$ cat config.mk
export PLATFORM = sky130hd
export DESIGN_NAME = fwd_scoreboard
export DESIGN_NICKNAME = d
export VERILOG_FILES = /design/src/rtl/fwd_pkg.sv /design/src/rtl/fwd_slot.sv /design/src/rtl/fwd_scoreboard.sv
export SDC_FILE = /design/constraint.sdc
export NUM_CORES = 1
export LEC_CHECK = 0
export BUFFER_PORTS_ARGS = -buffer_cell sky130_fd_sc_hd__buf_2
export CORE_UTILIZATION = 54
export CTS_CLUSTER_SIZE = 24
export DETAILED_ROUTE_END_ITERATION = 7
export PLACE_DENSITY_LB_ADDON = 0.1
export SYNTH_ARGS = -nofsm -noshare
export SYNTH_HDL_FRONTEND = slang
export SYNTH_SLANG_ARGS = --single-unit
$ cat constraint.sdc
create_clock -name clk -period 4.1 [get_ports clk]
set_input_delay 0.41 -clock clk [delete_from_list [all_inputs] [get_ports clk]]
set_output_delay 0.41 -clock clk [all_outputs]
set_load 0.05 [all_outputs]
$ cat src/rtl/fwd_pkg.sv
// fwd_pkg: slot control type, register-zero constant and DEPTH legality check shared by the forwarding scoreboard
package fwd_pkg;
  localparam int DEPTH_MIN = 2;
  localparam int DEPTH_MAX = 8;
  localparam int REG_ZERO = 0;
  typedef struct packed {
    logic valid;
    logic regwrite;
    logic ready;
  } slot_ctl_t;
  function automatic bit depth_legal(input int depth);
    return depth >= DEPTH_MIN && depth <= DEPTH_MAX;
  endfunction
endpackage

$ cat src/rtl/fwd_slot.sv
// fwd_slot: one in-flight result slot; shifts its input every cycle and captures load data when told to
// ports: clk, reset (sync active-low), in_ctl/in_regnum/in_data (previous stage), capture + ld_data (load completion), ctl/regnum/data (slot state)
module fwd_slot
  import fwd_pkg::*;
#(
  parameter int WIDTH = 32,
  parameter int REGBITS = 5
) (
  input  logic               clk,
  input  logic               reset,
  input  slot_ctl_t          in_ctl,
  input  logic [REGBITS-1:0] in_regnum,
  input  logic [WIDTH-1:0]   in_data,
  input  logic               capture,
  input  logic [WIDTH-1:0]   ld_data,
  output slot_ctl_t          ctl,
  output logic [REGBITS-1:0] regnum,
  output logic [WIDTH-1:0]   data
);
  always_ff @(posedge clk) begin
    if (!reset) begin
      ctl <= '0;
      regnum <= '0;
      data <= '0;
    end else begin
      ctl <= '{valid: in_ctl.valid, regwrite: in_ctl.regwrite, ready: in_ctl.ready | capture};
      regnum <= in_regnum;
      data <= capture ? ld_data : in_data;
    end
  end
endmodule

$ cat src/rtl/fwd_scoreboard.sv
// fwd_scoreboard: DEPTH-slot result pipe giving zero-cycle operand forwarding, load-use stall and register-file writeback
// ports: clk, reset (sync active-low); ex_* issue side, flush, ld_data (data for load in slot 0);
//        rs/rt -> fwd_a_*/fwd_b_* forwarded operands, stall; wb_en/wb_regnum/wb_data commit from the oldest slot
module fwd_scoreboard
  import fwd_pkg::*;
#(
  parameter int DEPTH = 3,
  parameter int WIDTH = 32,
  parameter int REGBITS = 5
) (
  input  logic               clk,
  input  logic               reset,
  input  logic               ex_valid,
  input  logic               ex_regwrite,
  input  logic               ex_is_load,
  input  logic [REGBITS-1:0] ex_wr_regnum,
  input  logic [WIDTH-1:0]   ex_result,
  input  logic [WIDTH-1:0]   ld_data,
  input  logic               flush,
  input  logic [REGBITS-1:0] rs,
  input  logic [REGBITS-1:0] rt,
  output logic               fwd_a_hit,
  output logic               fwd_b_hit,
  output logic [WIDTH-1:0]   fwd_a_data,
  output logic [WIDTH-1:0]   fwd_b_data,
  output logic               stall,
  output logic               wb_en,
  output logic [REGBITS-1:0] wb_regnum,
  output logic [WIDTH-1:0]   wb_data
);
  slot_ctl_t          ctl    [DEPTH];
  logic [REGBITS-1:0] regnum [DEPTH];
  logic [WIDTH-1:0]   data   [DEPTH];
  slot_ctl_t          head_ctl;
  logic               pend_a, pend_b;
  if (!depth_legal(DEPTH)) begin : g_bad_depth
    $error("fwd_scoreboard: DEPTH must lie in 2..8");
  end
  // a stalled or flushed instruction enters as a bubble; writes to register zero are dropped here
  assign head_ctl = '{valid: ex_valid & ~flush & ~stall,
                      regwrite: ex_regwrite & (ex_wr_regnum != REGBITS'(REG_ZERO)),
                      ready: ~ex_is_load};
  for (genvar i = 0; i < DEPTH; i++) begin : g_slot
    slot_ctl_t          src_ctl;
    logic [REGBITS-1:0] src_regnum;
    logic [WIDTH-1:0]   src_data;
    logic               cap;
    if (i == 0) begin : g_head
      assign src_ctl = head_ctl;
      assign src_regnum = ex_wr_regnum;
      assign src_data = ex_is_load ? '0 : ex_result;
      assign cap = 1'b0;
    end else begin : g_tail
      assign src_ctl = ctl[i-1];
      assign src_regnum = regnum[i-1];
      assign src_data = data[i-1];
      // a load completes on its way from slot 0 to slot 1, so only slot 1 ever captures
      assign cap = (i == 1) && !ctl[0].ready;
    end
    fwd_slot #(.WIDTH(WIDTH), .REGBITS(REGBITS)) u_slot (
      .clk(clk),
      .reset(reset),
      .in_ctl(src_ctl),
      .in_regnum(src_regnum),
      .in_data(src_data),
      .capture(cap),
      .ld_data(ld_data),
      .ctl(ctl[i]),
      .regnum(regnum[i]),
      .data(data[i])
    );
  end
  // scan oldest to youngest so the youngest match is the last one written
  always_comb begin
    fwd_a_hit = 1'b0;
    fwd_a_data = '0;
    pend_a = 1'b0;
    fwd_b_hit = 1'b0;
    fwd_b_data = '0;
    pend_b = 1'b0;
    for (int k = DEPTH - 1; k >= 0; k--) begin
      if (ctl[k].valid && ctl[k].regwrite && regnum[k] == rs && rs != REGBITS'(REG_ZERO)) begin
        fwd_a_hit = ctl[k].ready;
        pend_a = !ctl[k].ready;
        fwd_a_data = ctl[k].ready ? data[k] : '0;
      end
      if (ctl[k].valid && ctl[k].regwrite && regnum[k] == rt && rt != REGBITS'(REG_ZERO)) begin
        fwd_b_hit = ctl[k].ready;
        pend_b = !ctl[k].ready;
        fwd_b_data = ctl[k].ready ? data[k] : '0;
      end
    end
  end
  assign stall = ex_valid & (pend_a | pend_b);
  assign wb_en = ctl[DEPTH-1].valid & ctl[DEPTH-1].regwrite;
  assign wb_regnum = regnum[DEPTH-1];
  assign wb_data = data[DEPTH-1];
endmodule
==> results.cfg, run 1 <==
[synthesis]
yosysTopAreaCellShare = 0.434
synth_warnings = 0
avgSynthCellArea_um2 = 9.71
synth_common_cells = dfxtp_1, and2_1, nand2_1
synth_top_family_by_area = compound AO/OA/AOI/OAI gates
ys_types = 42
syn_inst = 570
synth_ff_type = dfxtp_1
seq_area_frac_synth = 0.434
synth_fa_ha_area_frac = 0
synth_top_area_cell = dfxtp_1
synth.area.top_cells = dfxtp_1, and2_1, a221oi_2, a221oi_1, a21boi_0
syn_area_mm2 = 0.00553
synth-simple-area-share = 0.211
synth_nets = 655
synth_compound_area_frac = 0.265
synthXorXnorAreaFrac = 0.0427
synth-edff-count = 0
synth.most_common_cell = dfxtp_1
synthArstFlopShare = 0
ys_seq_elements = 120
synthMuxAreaShare = 0

[placed_design]
port-buffer-count = 189
dp.cells = 854
gp_congestion = 0.834
placed_area_mm2 = 0.00652
dp_hpwl_mm = 9.81

[timing]
relSlewSlack = 0.203
slew_violations = 0
finalClockSkew_ns = 0.00844
setup_violations = 0
fmax_mhz = 290
period_needed_ns = 3.45
finalHoldViolCount = 0
worst_slew_pin_slew_ns = 1.19
rsz0062_at_grt = false
tns_ns = 0
fin_crit_sh = 0.842

[power_and_ir_drop]
peakVddDrop_uv = 242
power_density_mw_per_mm2 = 428
leakage_nw = 3.09

[critical_path]
critPathBufInv = 2
cpPeakStageDelay_ns = 0.59
critical_path.top_delay_family = simple AND/OR/NAND/NOR gates
crit_path_start_kind = flop
cp_max_fo = 19
cp_cell_sequence = xnor2_1, o211ai_2, nor3_2, and2_2, buf_12, a221oi_1, a21oi_1, buf_2
crit_required_ns = 3.69
slowest_stage = and2_2
path_class = flop to output pin
cp-end-kind = output pin
crit_arrival_ns = 3.04

[final_layout]
nNetsFinal = 825
diodes = 0
stdcell_count = 886
drive_above_1_share = 0.400
area_growth_pct = 29.2
fill_cells = 769
design_area_mm2 = 0.00715

[global_routing]
track_usage = 0.279
first_global_vias = 4589
antenna_found_initial = 0
grt_overflow = 0
grt_max_degree = 88
grt_pass1_wl_mm = 22.6

[cts]
clockBufferDepth = 2
cts-root-buf = clkbuf_8
clkSinkCount = 120
postCtsHoldBufs = 0
numCtsBuffers = 17
tritoncts = built
cts_htree_levels = 4
cts_resized = 0
clkTransAtPathRegs_ns = 0.06
postCtsSetupBuffers = 0
clock_latency_ns = 0.52

[floorplanning]
start_util = 0.561
fp.dieArea_mm2 = 0.0107
die_w_um = 103
core_mm2 = 0.00986
num_rows = 36
io_pins = 190
fp.dieH_um = 103

[flow_run]
drv_cap = 0

[min_path]
hold_path_class = input pin to flop

[drt]
drt-initial-drc-count = 208
routed_via_density = 5.67
via_count = 5021
drcViolationCount = 0
routed_wirelength_mm = 14.9
wl_per_cell_um = 16.9
drtAntennaViolNets = 0
dr.pass1.iters = 5

[outcome]
status = completed
[kinds of logic (layout without fill, tap and decap cells)]
| family | Yosys count | in the layout |
|---|---|---|
| XOR/XNOR | 27 | 27 |
| flip-flops | 120 | 120 |
| AND/OR/NAND/NOR | 202 | 202 |
| buffers and inverters | 52 | 235 |
| AO/OA/AOI/OAI | 169 | 169 |
[registers in the layout, summed over array words and instances, names as in the netlist]
name,count
g_slot.u_slot.data,96
g_slot.u_slot.regnum,15
g_slot.u_slot.ctl,9
[metrics by stage]
| stage | hold WS (ns) | power [mW] | utilization | setup slack (ns) |
|---|---|---|---|---|
| floorplan | 0.430 | 1.43 | - | 0.751 |
| global placement | 0.442 | 1.51 | 0.661 | 1.04 |
| detailed placement | 0.446 | 1.52 | 0.661 | 1.05 |
| CTS | 0.0794 | 3.07 | 0.725 | 0.659 |
| global route | 0.0817 | 3.15 | 0.725 | 0.509 |
| finish | 0.0876 | 3.06 | 0.725 | 0.647 |
[final timing paths]
| kind | startpoint | endpoint | slack (ns) | cells after the start |
|---|---|---|---|---|
| hold reg to reg | g_slot[1].u_slot.ctl[1] | g_slot[2].u_slot.ctl[1] | 0.46 | 1 |
| setup reg to reg | g_slot[0].u_slot.regnum[3] | g_slot[0].u_slot.ctl[2] | 2.19 | 7 |
| setup / recovery | g_slot[1].u_slot.regnum[3] | fwd_a_data[0] | 0.65 | 8 |
| hold / removal | ex_result[29] | g_slot[0].u_slot.data[29] | 0.09 | 2 |
[layout by cell type (no fill, tap or decap), types with 7 or more instances in the layout]
master	n
a21boi_0	33
dfxtp_1	119
nand2b_1	34
a21oi_1	32
xnor2_1	25
buf_2	189
and2_1	85
a22oi_2	7
clkbuf_16	16
a21oi_2	22
nand3_1	13
o21ai_2	8
nand2_1	39
buf_4	8
a221oi_1	33
a221oi_2	22
[power by group]
part	switching [mW]	internal (mW)
clock network	0.561	1.01
logic	0.129	0.0940
registers	0.0499	1.22
[layer usage]
layer	GRT usage	vias to the layer above	routed length (um)
met4	0.113	0	244
met3	0.0571	23	1100
met2	0.454	236	7330
met5	0	-	0
li1	-	2377	-
met1	0.364	2385	6270
[worst reg2reg max path: cells and delay by family, from the launching register on]
family	cells	cell delay [ns]
DFF	1	0.41
buffers and inverters	1	0.55
xor gates and xnor gates	1	0.15
and+or+nand+nor	4	0.62
AOI/OAI and AO/OA	1	0.12
[cell type report]
| type | instances | area, um^2 | area share |
|---|---|---|---|
| multi-input combinational | 398 | 2890 | 0.405 |
| clock buffer | 18 | 428 | 0.0599 |
| timing repair buffer | 199 | 1050 | 0.146 |
| clock inverter | 14 | 196 | 0.0275 |
| sequential | 120 | 2400 | 0.336 |
| inverter | 4 | 15.0 | 0.00210 |
| tap | 133 | 166 | 0.0233 |
(Power assumes the default switching activity.)
==> run 2: changes to the inputs <==
--- a/config.mk
+++ b/config.mk
@@ -5,8 +5,9 @@
 export SDC_FILE = /design/constraint.sdc
 export NUM_CORES = 1
 export LEC_CHECK = 0
+export ABC_AREA = 1
 export BUFFER_PORTS_ARGS = -buffer_cell sky130_fd_sc_hd__buf_2
-export CORE_UTILIZATION = 54
+export CORE_UTILIZATION = 52
 export CTS_CLUSTER_SIZE = 24
 export DETAILED_ROUTE_END_ITERATION = 7
 export PLACE_DENSITY_LB_ADDON = 0.1
==> constraint.sdc (replaced) <==
create_clock -name clk -period 3.23 [get_ports clk]
set_input_delay 0.323 -clock clk [delete_from_list [all_inputs] [get_ports clk]]
set_output_delay 0.323 -clock clk [all_outputs]
set_load 0.05 [all_outputs]
==> run 2 against run 1 <==
Net effect: sequential cell count did not move; worst setup slack got worse by 0.42 ns; first-iteration DRC count rose by 110%; sequential power rose by 27%; clock power rose by 20%; combinational power rose by 43%; routed wire length rose by 18%; total power rose by 24%; synthesized area rose by 10%; clock skew fell by 0.0019 ns; die area rose by 14%; register-to-register slack got worse by 0.98 ns.
==> results.cfg, run 2 <==
[timing]
fin_crit_sh = 0.930
period_needed_ns = 3.01
finalHoldViolCount = 0
finalClockSkew_ns = 0.00654
worst_slew_pin_slew_ns = 1.19
hold-worst-slack_ns = 0.0771
slew_violations = 0
setup_violations = 0
rsz0062_at_grt = false
relSlewSlack = 0.204
finalWorstSetupSlack_ns = 0.225
fmax_mhz = 333
tns_ns = 0

[drt]
drcViolationCount = 0
wl_per_cell_um = 13.9
drt-initial-drc-count = 441
drtAntennaViolNets = 0
routed_via_density = 5.06
via_count = 6420
dr.pass1.iters = 5
routed_wirelength_mm = 17.6

[final_layout]
top_register = g_slot.u_slot.data
drive_above_1_share = 0.254
diodes = 0
largest_register_ffs = 96
utilization = 0.672
nNetsFinal = 1198
multi_input_area_mm2 = 0.00287
regArea_mm2 = 0.00240
reg_top3 = g_slot.u_slot.data x96, g_slot.u_slot.regnum x15, g_slot.u_slot.ctl x9
final_cell_mix = nand2_1, buf_2, inv_1
area_growth_pct = 26.2
fill_cells = 1066
design_area_mm2 = 0.00768
stdcell_count = 1269
final_common_cell = nand2_1

[synthesis]
synth_nets = 1031
syn_inst = 946
synth_ff_type = dfxtp_1
yosysTopAreaCellShare = 0.395
seq_area_frac_synth = 0.395
synth_top_area_cell = dfxtp_1
syn_area_mm2 = 0.00608
ys_seq_elements = 120
avgSynthCellArea_um2 = 6.43
synth_warnings = 0
synth.area.top_cells = dfxtp_1, nand2_1, nand3_1, inv_1, o21ai_2
synth-edff-count = 0
synth.most_common_cell = nand2_1
synthArstFlopShare = 0
ys_types = 33
synth_common_cells = nand2_1, inv_1, dfxtp_1

[flow_run]
drv_cap = 0

[placed_design]
dp.cells = 1237
gp_congestion = 0.920
dp_hpwl_mm = 11.7
port-buffer-count = 189
placed_area_mm2 = 0.00709
placement.setup.worst_slack_ns = 0.651

[floorplanning]
core_mm2 = 0.0114
start_util = 0.533
num_rows = 39
io_pins = 190
die_w_um = 110
fp.dieH_um = 110
fp.dieArea_mm2 = 0.0121

[power_and_ir_drop]
p_total_mw = 3.81
leakage_nw = 4.31
peakVddDrop_uv = 548
power_density_mw_per_mm2 = 496

[global_routing]
antenna_found_initial = 0
grt_overflow = 0
first_global_vias = 5866
grt_pass1_wl_mm = 27.6
track_usage = 0.303
grt_max_degree = 56

[critical_path]
crit_arrival_ns = 2.68
reg2reg_slack_ns = 1.21
reg2reg_to = g_slot[1].u_slot.data[19]
crit_end = fwd_b_data[0]
reg2reg_from = g_slot[0].u_slot.ctl[0]
cpPeakStageDelay_ns = 0.44
critPathLaunch = g_slot[2].u_slot.regnum[3]
cp_cell_sequence = inv_2, nand2_1, nand2_1, clkinv_1, nand2_1, nor2_2, and2_1, nand3_4, o21ai_1, nand2_1, nand2_1, buf_2
crit_path_start_kind = flop
critical_path.top_delay_family = simple AND/OR/NAND/NOR gates
cpMostUsedCell = nand2_1
path_class = flop to output pin
cp_max_fo = 27
crit_required_ns = 2.91
cp-end-kind = output pin
rr_worst_depth = 3
worst-path-stages = 12
critPathBufInv = 3
slowest_stage = nand3_4

[cts]
clock_latency_ns = 0.43
clkTransAtPathRegs_ns = 0.06
cts-root-buf = clkbuf_16
numCtsBuffers = 17
postCtsSetupBuffers = 0
postCtsHoldBufs = 0
cts_htree_levels = 4
cts_resized = 0
clockBufferDepth = 2
tritoncts = built
clkSinkCount = 120

[outcome]
status = completed

[min_path]
min-delay-start = ex_is_load
hold_path_class = input pin to flop
run 2: changes by cell type after synthesis, sizes merged, moves of 22 or more:
cell,delta
nand2,+280
inv,+145
nand3,+94
and2,-85
o21ai,+72
a221oi,-55
nor2,+46
nand2b,-34
a21boi,-33
xnor2,-22
run 2: kinds of logic (layout without fill, tap and decap cells):
logic type / Yosys count / in the layout / share of synthesized area
buffers and inverters: 203 / 383 / 0.134
and+or+nand+nor: 493 / 493 / 0.344
AOI/OAI and AO/OA: 125 / 125 / 0.120
xor gates and xnor gates: 5 / 5 / 0.00720
DFF: 120 / 120 / 0.395
run 2: area by class of cell:
| type | count | area share |
|---|---|---|
| tap | 143 | 0.0233 |
| sequential | 120 | 0.313 |
| inverter | 151 | 0.0738 |
| clock inverter | 14 | 0.0194 |
| clock buffer | 18 | 0.0572 |
| multi-input combinational | 623 | 0.374 |
| timing repair buffer | 200 | 0.139 |
run 2: report_power, final:
group	internal, mW	leakage (nW)	total [mW]	switching (mW)
Clock	1.16	0.279	1.88	0.722
Sequential	1.55	0.988	1.61	0.0590
Combinational	0.102	3.04	0.320	0.218
run 2: worst reg2reg max path, cell delays in order (launching register included):
cell,delay (ns)
dfxtp_2,0.79
inv_1,0.75
nand2_1,0.23
a21oi_1,0.11
run 2: how the worst min path moves through the flow:
stage	endpoint	slack (ns)	cells past startpoint
after floorplan	g_slot[1].u_slot.ctl[0]	0.35	0
after global placement	g_slot[2].u_slot.ctl[2]	0.41	2
after detailed placement	g_slot[2].u_slot.ctl[2]	0.42	2
after CTS	g_slot[0].u_slot.ctl[0]	0.06	2
after global routing	g_slot[0].u_slot.ctl[0]	0.07	2
final	g_slot[0].u_slot.ctl[0]	0.08	2
run 2: layer usage:
| layer | wire length (um) | global-route usage | vias to the layer above | part of all wire |
|---|---|---|---|---|
| li1 | - | - | 3276 | - |
| met1 | 7630 | 0.366 | 2831 | 0.43 |
| met2 | 8120 | 0.499 | 274 | 0.46 |
| met3 | 1400 | 0.0817 | 39 | 0.080 |
| met4 | 434 | 0.144 | 0 | 0.025 |
| met5 | 0 | 0 | - | 0 |
==> run 3: changes to the inputs <==
--- a/config.mk
+++ b/config.mk
@@ -5,9 +5,8 @@
 export SDC_FILE = /design/constraint.sdc
 export NUM_CORES = 1
 export LEC_CHECK = 0
-export ABC_AREA = 1
 export BUFFER_PORTS_ARGS = -buffer_cell sky130_fd_sc_hd__buf_2
-export CORE_UTILIZATION = 52
+export CORE_UTILIZATION = 54
 export CTS_CLUSTER_SIZE = 24
 export DETAILED_ROUTE_END_ITERATION = 7
 export PLACE_DENSITY_LB_ADDON = 0.1
==> constraint.sdc (replaced) <==
create_clock -name clk -period 3.7 [get_ports clk]
set_input_delay 0.37 -clock clk [delete_from_list [all_inputs] [get_ports clk]]
set_output_delay 0.37 -clock clk [all_outputs]
set_load 0.05 [all_outputs]
==> run 3 against run 2 <==
Net effect: via count decreased by 22%; critical endpoint is now fwd_a_data[20]; routed wire length is 15% lower; largest cell class unchanged; worst setup slack got worse by 0.011 ns; first-iteration DRC count fell by 58%; count of clock-buffer cells in the layout up 7; critical path depth down 4.
==> results.cfg, run 3 (synthesis gave the netlist of run 1 again) <==
[timing]
setup_violations = 0
relSlewSlack = 0.427
finalClockSkew_ns = 0.00490
tns_ns = 0
rsz0062_at_grt = false
worst_slew_pin_slew_ns = 0.860
finalHoldViolCount = 0
fmax_mhz = 287
finalWorstSetupSlack_ns = 0.214
period_needed_ns = 3.49
slew_violations = 0
fin_crit_sh = 0.942

[power_and_ir_drop]
swShare = 0.224
clkPwrFrac = 0.496
combPwrFrac = 0.076
p_sw_uw = 736
power_density_mw_per_mm2 = 461
peakVddDrop_uv = 303
leakage_nw = 3.10
p_total_mw = 3.29
internal_power_mw = 2.55
power_frac_seq = 0.428

[drt]
routed_wirelength_mm = 14.9
drtAntennaViolNets = 0
drcViolationCount = 0
via_count = 4999
wl_per_cell_um = 16.7
drt-initial-drc-count = 185
routed_via_density = 5.62
dr.pass1.iters = 5

[floorplanning]
io_pins = 190
num_rows = 36
core_mm2 = 0.00986
start_util = 0.561
fp.dieArea_mm2 = 0.0107
fp.dieH_um = 103
die_w_um = 103

[final_layout]
area_growth_pct = 29.0
utilization = 0.724
final_common_cell = buf_2
nNetsFinal = 829
fill_cells = 779
top_register = g_slot.u_slot.data
reg_top3 = g_slot.u_slot.data x96, g_slot.u_slot.regnum x15, g_slot.u_slot.ctl x9
drive_above_1_share = 0.398
largest_register_ffs = 96
diodes = 0
final_cell_mix = buf_2, dfxtp_1, and2_1

[cts]
clockBufferDepth = 2
cts_htree_levels = 4
clkSinkCount = 120
tritoncts = built
clock_latency_ns = 0.50
postCtsHoldBufs = 0
cts-root-buf = clkbuf_8
clkTransAtPathRegs_ns = 0.06
postCtsSetupBuffers = 0
numCtsBuffers = 17
cts_resized = 0

[global_routing]
grt_overflow = 0
first_global_vias = 4651
grt_max_degree = 49
antenna_found_initial = 0
grt_pass1_wl_mm = 22.8
track_usage = 0.283

[min_path]
min-delay-start = ex_result[20]
hold_path_class = input pin to flop

[critical_path]
crit_path_start_kind = flop
cp_max_fo = 26
crit_required_ns = 3.33
crit_arrival_ns = 3.12
critPathBufInv = 2
cp_cell_sequence = xnor2_1, o211ai_2, nor3_2, and2_2, buf_4, a221oi_2, a21oi_2, buf_2
critPathLaunch = g_slot[1].u_slot.regnum[3]
reg2reg_from = g_slot[1].u_slot.regnum[0]
path_class = flop to output pin
slowest_stage = and2_2
cp-end-kind = output pin
cpPeakStageDelay_ns = 0.78
critical_path.top_delay_family = simple AND/OR/NAND/NOR gates

[placed_design]
gp_congestion = 0.840
dp_hpwl_mm = 10.1
port-buffer-count = 189
placement.setup.worst_slack_ns = 0.549

[flow_run]
drv_cap = 0

[outcome]
status = completed
==> run 3: area by class of cell <==
type | instances | area (um^2) | share of cell area
inverter | 4 | 15.0 | 0.00210
clock buffer | 25 | 484 | 0.0678
multi-input combinational | 398 | 2890 | 0.405
timing repair buffer | 203 | 1060 | 0.149
clock inverter | 7 | 115 | 0.0161
sequential | 120 | 2400 | 0.337
tap | 133 | 166 | 0.0233
==> run 3: worst reg2reg max path: cells and delay by family, from the launching register on <==
| family | cells | cell delay (ns) |
|---|---|---|
| AOI/OAI and AO/OA | 1 | 0.32 |
| and+or+nand+nor | 4 | 0.99 |
| xor gates and xnor gates | 1 | 0.24 |
| DFF | 1 | 0.34 |
==> run 3: routing by layer <==
layer	part of all wire	track usage	vias to the layer above	wire length, um
met4	0.021	0.111	0	307
met1	0.41	0.343	2377	6140
met3	0.067	0.0753	27	993
li1	-	-	2386	-
met5	0	0	-	0
met2	0.50	0.482	209	7440
==> run 3: power by group through the flow <==
stage,sequential [mW],combinational [mW],clock [mW]
2_1_floorplan,1.47,0.112,0
3_3_place_gp,1.43,0.243,0
3_5_place_dp,1.43,0.249,0
4_1_cts,1.41,0.251,1.65
5_1_grt,1.41,0.271,1.72
6_report,1.41,0.250,1.63
==> run 3: worst paths after layout <==
kind,cells after the start,end,slack [ns]
max reg2reg,6,g_slot[0].u_slot.ctl[2],1.74
min reg2reg,1,g_slot[2].u_slot.ctl[1],0.46
max,8,fwd_a_data[20],0.21
min,2,g_slot[0].u_slot.data[20],0.06
==> run 3: stage by stage <==
step / cell area [um^2] / hold slack (ns) / std cells
3_3_place_gp: 6540 / 0.436 / 858
3_5_place_dp: 6540 / 0.453 / 858
2_1_floorplan: 5530 / 0.398 / 570
6_report: 7140 / 0.0616 / 890
5_1_grt: 7140 / 0.0433 / 890
4_1_cts: 7140 / 0.0380 / 890
